## config.mk

```make
export PLATFORM = sky130hd
export DESIGN_NAME = twiddle_mult_stage2_flat
export DESIGN_NICKNAME = d
export VERILOG_FILES = /design/src/rtl/twiddle_mult_stage2_if.sv /design/src/rtl/twiddle_mult_stage2.sv /design/src/flat_wrapper.sv
export SDC_FILE = /design/constraint.sdc
export NUM_CORES = 2
export LEC_CHECK = 0
export ABC_CLOCK_PERIOD_IN_PS = 10380
export CORE_ASPECT_RATIO = 1.75
export CORE_MARGIN = 5
export CORE_UTILIZATION = 40
export CTS_CLUSTER_DIAMETER = 40
export DETAILED_ROUTE_END_ITERATION = 8
export RECOVER_POWER = 50
export SLEW_MARGIN = 20
export SYNTH_ARGS = -nofsm -noshare
export SYNTH_HDL_FRONTEND = slang
export SYNTH_SLANG_ARGS = --single-unit
export TNS_END_PERCENT = 5
```

## constraint.sdc

```tcl
create_clock -name clk -period 10.38 [get_ports clk]
set_clock_uncertainty 0.1 [all_clocks]
set_input_delay 1.557 -clock clk [delete_from_list [all_inputs] [get_ports clk]]
set_output_delay 1.557 -clock clk [all_outputs]
set_load 0.03 [all_outputs]
```

## src/rtl/twiddle_mult_stage2_if.sv

```systemverilog
// Complex sample stream (valid, start-of-frame, real/imaginary) between FFT stages.
// The master drives the stream; the slave consumes it.
interface twiddle_mult_stage2_if #(
  parameter int DATA_W = 16
);
  logic                     valid;
  logic                     sof;
  logic signed [DATA_W-1:0] re;
  logic signed [DATA_W-1:0] im;

  modport master (output valid, sof, re, im);
  modport slave  (input  valid, sof, re, im);
endinterface

```

## src/rtl/twiddle_mult_stage2.sv

```systemverilog
// Stage-2 twiddle multiplier of the 256-point FFT: indexes the twiddle ROM per sample,
// does the complex multiply, rounds/saturates, and forwards with valid/sof (latency 3).
module twiddle_mult_stage2 #(
  parameter int N      = 256,
  parameter int SIZE   = 8,
  parameter int DATA_W = 16,
  parameter int TW_W   = 14
) (
  input  logic                   clk,
  input  logic                   rst_n,
  twiddle_mult_stage2_if.slave   in_if,
  twiddle_mult_stage2_if.master  out_if,
  output logic [SIZE-4:0]        rd_ptr_angle,
  output logic                   tw_en,
  input  logic signed [TW_W-1:0] cos_data,
  input  logic signed [TW_W-1:0] sin_data
);

  localparam int PW   = DATA_W + TW_W;
  localparam int SW   = PW + 1;
  localparam int FRAC = TW_W - 2;
  localparam logic signed [SW-1:0] RND     = SW'(1 << (FRAC - 1));
  localparam logic signed [SW-1:0] SAT_MAX = SW'((2 ** (DATA_W - 1)) - 1);
  localparam logic signed [SW-1:0] SAT_MIN = -SW'(2 ** (DATA_W - 1));

  function automatic logic signed [SW-1:0] round_shift(input logic signed [SW-1:0] v);
    return (v + RND) >>> FRAC;
  endfunction

  function automatic logic signed [DATA_W-1:0] saturate(input logic signed [SW-1:0] v);
    if (v > SAT_MAX)      return SAT_MAX[DATA_W-1:0];
    else if (v < SAT_MIN) return SAT_MIN[DATA_W-1:0];
    else                  return v[DATA_W-1:0];
  endfunction

  logic [SIZE-1:0] cnt;
  logic [SIZE-1:0] idx;

  // A start-of-frame sample always takes index 0; N is a power of two so cnt wraps by overflow.
  assign idx          = in_if.sof ? '0 : cnt;
  assign rd_ptr_angle = (idx[1:0] == 2'b11) ? {{(SIZE-4){1'b0}}, 1'b1} : '0;
  assign tw_en        = in_if.valid;

  always_ff @(posedge clk) begin
    if (!rst_n)           cnt <= '0;
    else if (in_if.valid) cnt <= idx + {{(SIZE-1){1'b0}}, 1'b1};
  end

  // ---- p1: data waits one cycle for the registered ROM twiddle
  logic                     vld_p1, sof_p1;
  logic signed [DATA_W-1:0] xr_p1, xi_p1;

  always_ff @(posedge clk) begin
    if (!rst_n) begin
      vld_p1 <= 1'b0;
      sof_p1 <= 1'b0;
    end else begin
      vld_p1 <= in_if.valid;
      sof_p1 <= in_if.valid & in_if.sof;
    end
  end

  always_ff @(posedge clk) begin
    xr_p1 <= in_if.re;
    xi_p1 <= in_if.im;
  end

  // ---- p2: four full-precision partial products
  logic                 vld_p2, sof_p2;
  logic signed [PW-1:0] rc_p2, is_p2, rs_p2, ic_p2;

  always_ff @(posedge clk) begin
    if (!rst_n) begin
      vld_p2 <= 1'b0;
      sof_p2 <= 1'b0;
    end else begin
      vld_p2 <= vld_p1;
      sof_p2 <= sof_p1;
    end
  end

  always_ff @(posedge clk) begin
    rc_p2 <= PW'(xr_p1) * PW'(cos_data);
    is_p2 <= PW'(xi_p1) * PW'(sin_data);
    rs_p2 <= PW'(xr_p1) * PW'(sin_data);
    ic_p2 <= PW'(xi_p1) * PW'(cos_data);
  end

  // ---- p3: combine, round half-up, saturate, register output
  logic signed [SW-1:0] re_sum, im_sum;

  always_comb begin
    re_sum = SW'(rc_p2) - SW'(is_p2);
    im_sum = SW'(rs_p2) + SW'(ic_p2);
  end

  // Output data is cleared by reset too; between valid results it holds the last value.
  always_ff @(posedge clk) begin
    if (!rst_n) begin
      out_if.valid <= 1'b0;
      out_if.sof   <= 1'b0;
      out_if.re    <= '0;
      out_if.im    <= '0;
    end else begin
      out_if.valid <= vld_p2;
      out_if.sof   <= sof_p2;
      if (vld_p2) begin
        out_if.re <= saturate(round_shift(re_sum));
        out_if.im <= saturate(round_shift(im_sum));
      end
    end
  end

endmodule
```

## src/flat_wrapper.sv

```systemverilog
// flat-port wrapper written by rule: the top's interface ports become plain ports
module twiddle_mult_stage2_flat 
#(
  parameter int N      = 256,
  parameter int SIZE   = 8,
  parameter int DATA_W = 16,
  parameter int TW_W   = 14
)
  (clk, rst_n, rd_ptr_angle, tw_en, cos_data, sin_data, in_if_valid, in_if_sof, in_if_re, in_if_im, out_if_valid, out_if_sof, out_if_re, out_if_im);
  twiddle_mult_stage2_if #(.DATA_W(DATA_W)) in_if_i ();
  twiddle_mult_stage2_if #(.DATA_W(DATA_W)) out_if_i ();
  input  logic clk;
  input  logic rst_n;
  output logic [SIZE-4:0] rd_ptr_angle;
  output logic tw_en;
  input  logic signed [TW_W-1:0] cos_data;
  input  logic signed [TW_W-1:0] sin_data;
  input wire logic [$bits(in_if_i.valid)-1:0] in_if_valid;
  input wire logic [$bits(in_if_i.sof)-1:0] in_if_sof;
  input wire logic [$bits(in_if_i.re)-1:0] in_if_re;
  input wire logic [$bits(in_if_i.im)-1:0] in_if_im;
  output wire logic [$bits(out_if_i.valid)-1:0] out_if_valid;
  output wire logic [$bits(out_if_i.sof)-1:0] out_if_sof;
  output wire logic [$bits(out_if_i.re)-1:0] out_if_re;
  output wire logic [$bits(out_if_i.im)-1:0] out_if_im;
  assign in_if_i.valid = in_if_valid;
  assign in_if_i.sof = in_if_sof;
  assign in_if_i.re = in_if_re;
  assign in_if_i.im = in_if_im;
  assign out_if_valid = out_if_i.valid;
  assign out_if_sof = out_if_i.sof;
  assign out_if_re = out_if_i.re;
  assign out_if_im = out_if_i.im;
  twiddle_mult_stage2 #(.N(N), .SIZE(SIZE), .DATA_W(DATA_W), .TW_W(TW_W)) u_core (.clk(clk), .rst_n(rst_n), .in_if(in_if_i), .out_if(out_if_i), .rd_ptr_angle(rd_ptr_angle), .tw_en(tw_en), .cos_data(cos_data), .sin_data(sin_data));
endmodule
```

==> results.sh <==
export IMPL_outcome="finished with violations"
export IMPL_violations="capacitance limit, slew limit"
export IMPL_drcViolationCount=0
export IMPL_cts_tree="done"
export IMPL_tns_ns=0
export IMPL_cts_sinks=192
export IMPL_arrival_ns=9.21
export IMPL_syn_inst=4434
export IMPL_synth_compound_area_share_pct=6.169
export IMPL_dpl_hpwl_mm=85.88
export IMPL_die_area_um2=109300
export IMPL_synth_top_family_by_area="adder cells"
export IMPL_ys_seq_area_share_pct=9.368
export IMPL_antenna_found_initial=8
export IMPL_min_path_type="reg2reg"
export IMPL_final_cell_mix="inv_1 (1,051), fa_1 (876), and2_1 (468), nand2_1 (422), ha_1 (399)"
export IMPL_synth_fa_ha_area_share_pct=54.91
export IMPL_max_freq_mhz=113.2
export IMPL_drtAntennaViolNets=0
export IMPL_ctsResizeCount=0
export IMPL_vias=28800
export IMPL_post_place_ws_ns=1.120
export IMPL_yosysTopAreaCell="fa_1"
export IMPL_r2r_end="u_core.rc_p2[26]"
export IMPL_synthXorXnorAreaFrac_pct=3.629
export IMPL_cts_htree_levels=4
export IMPL_portBuffers=99
export IMPL_crit_start="sin_data[0]"
export IMPL_crit_family="adder cells"
export IMPL_synth_mux_area_share_pct=0.04879
export IMPL_finalCritPeriodShare_pct=85.08
export IMPL_drive_gt1_share_pct=3.127
export IMPL_totalWireLength_mm=106.5
export IMPL_ys_warn_count=0
export IMPL_area_growth_pct=7.447
export IMPL_synth_cell_area_um2=41030
export IMPL_clk_latency_ns=0.55
export IMPL_fillCellCount=10090
export IMPL_crit_required_ns=10.75
export IMPL_initial_core_util_pct=40.22
export IMPL_maxCapViolCount=1
export IMPL_async_flop_share_pct=0
export IMPL_maxSlewViolCount=16
export IMPL_wl_per_cell_um=18.35
export IMPL_path_depth=27
export IMPL_mostFrequentLayoutCell="inv_1"
export IMPL_first_pass_iters=5
export IMPL_grt_pass1_wl_mm=174.0
export IMPL_yosys_cell_types_count=68
export IMPL_die_x_um=252.1
export IMPL_root_buffer="clkbuf_16"
export IMPL_relSlewSlack_pct=-94.51
export IMPL_nets=5771
export IMPL_crit_path_end_kind="flip-flop"
export IMPL_fin_crit_ns=8.831
export IMPL_cts_hold_buf=0
export IMPL_grt_max_degree=41
export IMPL_num_io_pins=104
export IMPL_crit_type="in2reg"
export IMPL_critPathMaxStageDelay_ns=0.79
export IMPL_worst_slew_pin_slew_ns=2.881
export IMPL_first_iter_violations=1312
export IMPL_cp_buffers_inverters=9
export IMPL_grt_pass1_vias=32560
export IMPL_critPathSlowestCell="clkbuf_1"
export IMPL_synth_area_per_cell_um2=9.253
export IMPL_yosys_area_share_simple_pct=14.34
export IMPL_synth_area_leaders="fa_1 (43%), ha_1 (12%), inv_1 (9.6%)"
export IMPL_grt_overflow_total=0
export IMPL_ys_ff_latch=192
export IMPL_cts_clk_slew_worst_paths_ns=0.09
export IMPL_reg2reg_from="u_core.xr_p1[7]"
export IMPL_crit_top_cell="inv_1"
export IMPL_clock_path_buffers=2
export IMPL_multiInputGateArea_um2=32430
export IMPL_finalHoldViolCount=0
export IMPL_place_congestion=0.8787
export IMPL_grt_usage_pct=20.69
export IMPL_synth_top_area_share_pct=42.74
export IMPL_crit_path_max_fanout=17
export IMPL_crit_end="u_core.rs_p2[29]"
export IMPL_r2r_setup_slack_ns=3.17
export IMPL_dominantRegCellSynth="dfxtp_1"
export IMPL_r2r_cells=22
export IMPL_register_area_um2=3846
export IMPL_timing_final_ws_setup_ns=1.549
export IMPL_postCtsSetupBuffers=0
export IMPL_die_y_um=433.7
export IMPL_setup_viol=0
export IMPL_core_um2=102000
export IMPL_rows=155
export IMPL_worst_setup_path_start_kind="input port"
export IMPL_vias_per_cell=4.961
export IMPL_rsz0062_at_grt="no"
export IMPL_cts_made_buffers=17
export IMPL_synth_edf_count=0
-- flip-flops by register name, summed over array words and instances, names as in the netlist --
signal               cells
u_core.out_if.sof        1
u_core.out_if.re        16
u_core.is_p2            30
u_core.rc_p2            30
u_core.rs_p2            30
u_core.vld_p1            1
u_core.sof_p1            1
u_core.out_if.im        16
u_core.cnt               2
u_core.xi_p1            16
u_core.out_if.valid      1
u_core.xr_p1            16
u_core.ic_p2            30
u_core.sof_p2            1
u_core.vld_p2            1
-- layer usage --
layer	part of all wire, %	routed length, um	global-route usage [%]	up-vias
met2	52	55350	37.36	556
met4	10	11040	17.22	0
met5	0	0	0	-
li1	-	-	-	13150
met1	35	37180	21.47	14880
met3	2.8	2954	1.987	206
-- worst register-to-register path, cell delays in order (launching register included) --
cell	delay, ns
dfxtp_2	0.57
and2_1	0.33
fa_1	0.54
inv_1	0.05
fa_1	0.48
inv_1	0.05
fa_1	0.50
inv_1	0.05
fa_1	0.53
inv_1	0.05
fa_1	0.48
inv_1	0.05
fa_1	0.47
inv_1	0.04
ha_1	0.21
a2111oi_0	0.59
o31ai_1	0.30
a2111oi_0	0.79
o21ai_0	0.26
o21a_1	0.24
o21ai_1	0.18
nor2b_1	0.18
xnor2_1	0.13
-- cell families after synthesis --
family,Yosys count
flops,192
simple gates,1158
fa+ha+maj,1275
mux,2
compound gates,388
other cells,1
buf+inv,1248
xor+xnor,170
-- cell usage after synthesis, types with 4 or more instances --
library cell	number
nor2_1	111
o211ai_1	6
buf_4	5
o21ai_0	75
or3_1	8
nor3_1	22
a31oi_1	10
xnor2_1	131
a211o_1	5
nand3_1	20
a211oi_1	11
nand4_1	10
a31o_2	7
o31ai_1	4
or2_2	4
a21oi_1	124
dfxtp_1	192
fa_1	876
nand2b_1	23
and3_1	18
a21o_1	56
nand2_1	422
ha_1	399
o21bai_1	19
nor2b_1	22
a21oi_2	13
xor2_1	39
inv_1	1052
o21a_1	22
clkbuf_1	183
and2_1	483
-- how the worst min path moves through the flow --
stage / cells after the start / slack (ns) / endpoint / from
after floorplan: 1 / 0.31 / u_core.out_if.sof / u_core.sof_p2
after global placement: 1 / 0.31 / u_core.vld_p2 / u_core.vld_p1
after detailed placement: 1 / 0.32 / u_core.vld_p2 / u_core.vld_p1
after CTS: 1 / 0.35 / u_core.sof_p2 / u_core.sof_p1
after global routing: 1 / 0.36 / u_core.sof_p2 / u_core.sof_p1
final: 1 / 0.34 / u_core.sof_p2 / u_core.sof_p1
-- final cells by class --
class	count	share of cell area (%)
Multi-Input combinational cell	2997	73.57
Inverter	1052	8.957
Sequential cell	192	8.725
Clock inverter	13	0.4257
Tap cell	1334	3.786
Timing Repair Buffer	172	3.360
Antenna cell	26	0.1476
Clock buffer	19	1.027
-- through the flow --
| stage | utilization (%) | area [um2] | hold slack (ns) | std cells |
|---|---|---|---|---|
| 2_1_floorplan | - | 41040 | 0.3119 | 4437 |
| 3_3_place_gp | 42.60 | 43450 | 0.3142 | 5747 |
| 3_5_place_dp | 42.59 | 43440 | 0.3226 | 5747 |
| 4_1_cts | 43.21 | 44080 | 0.3471 | 5779 |
| 5_1_grt | 43.21 | 44080 | 0.3597 | 5803 |
| 6_report | 43.22 | 44080 | 0.3415 | 5805 |
Power is left out: the tool's default activity adds up to more than one toggle a clock period on the data nets, which glitch-free logic cannot reach.
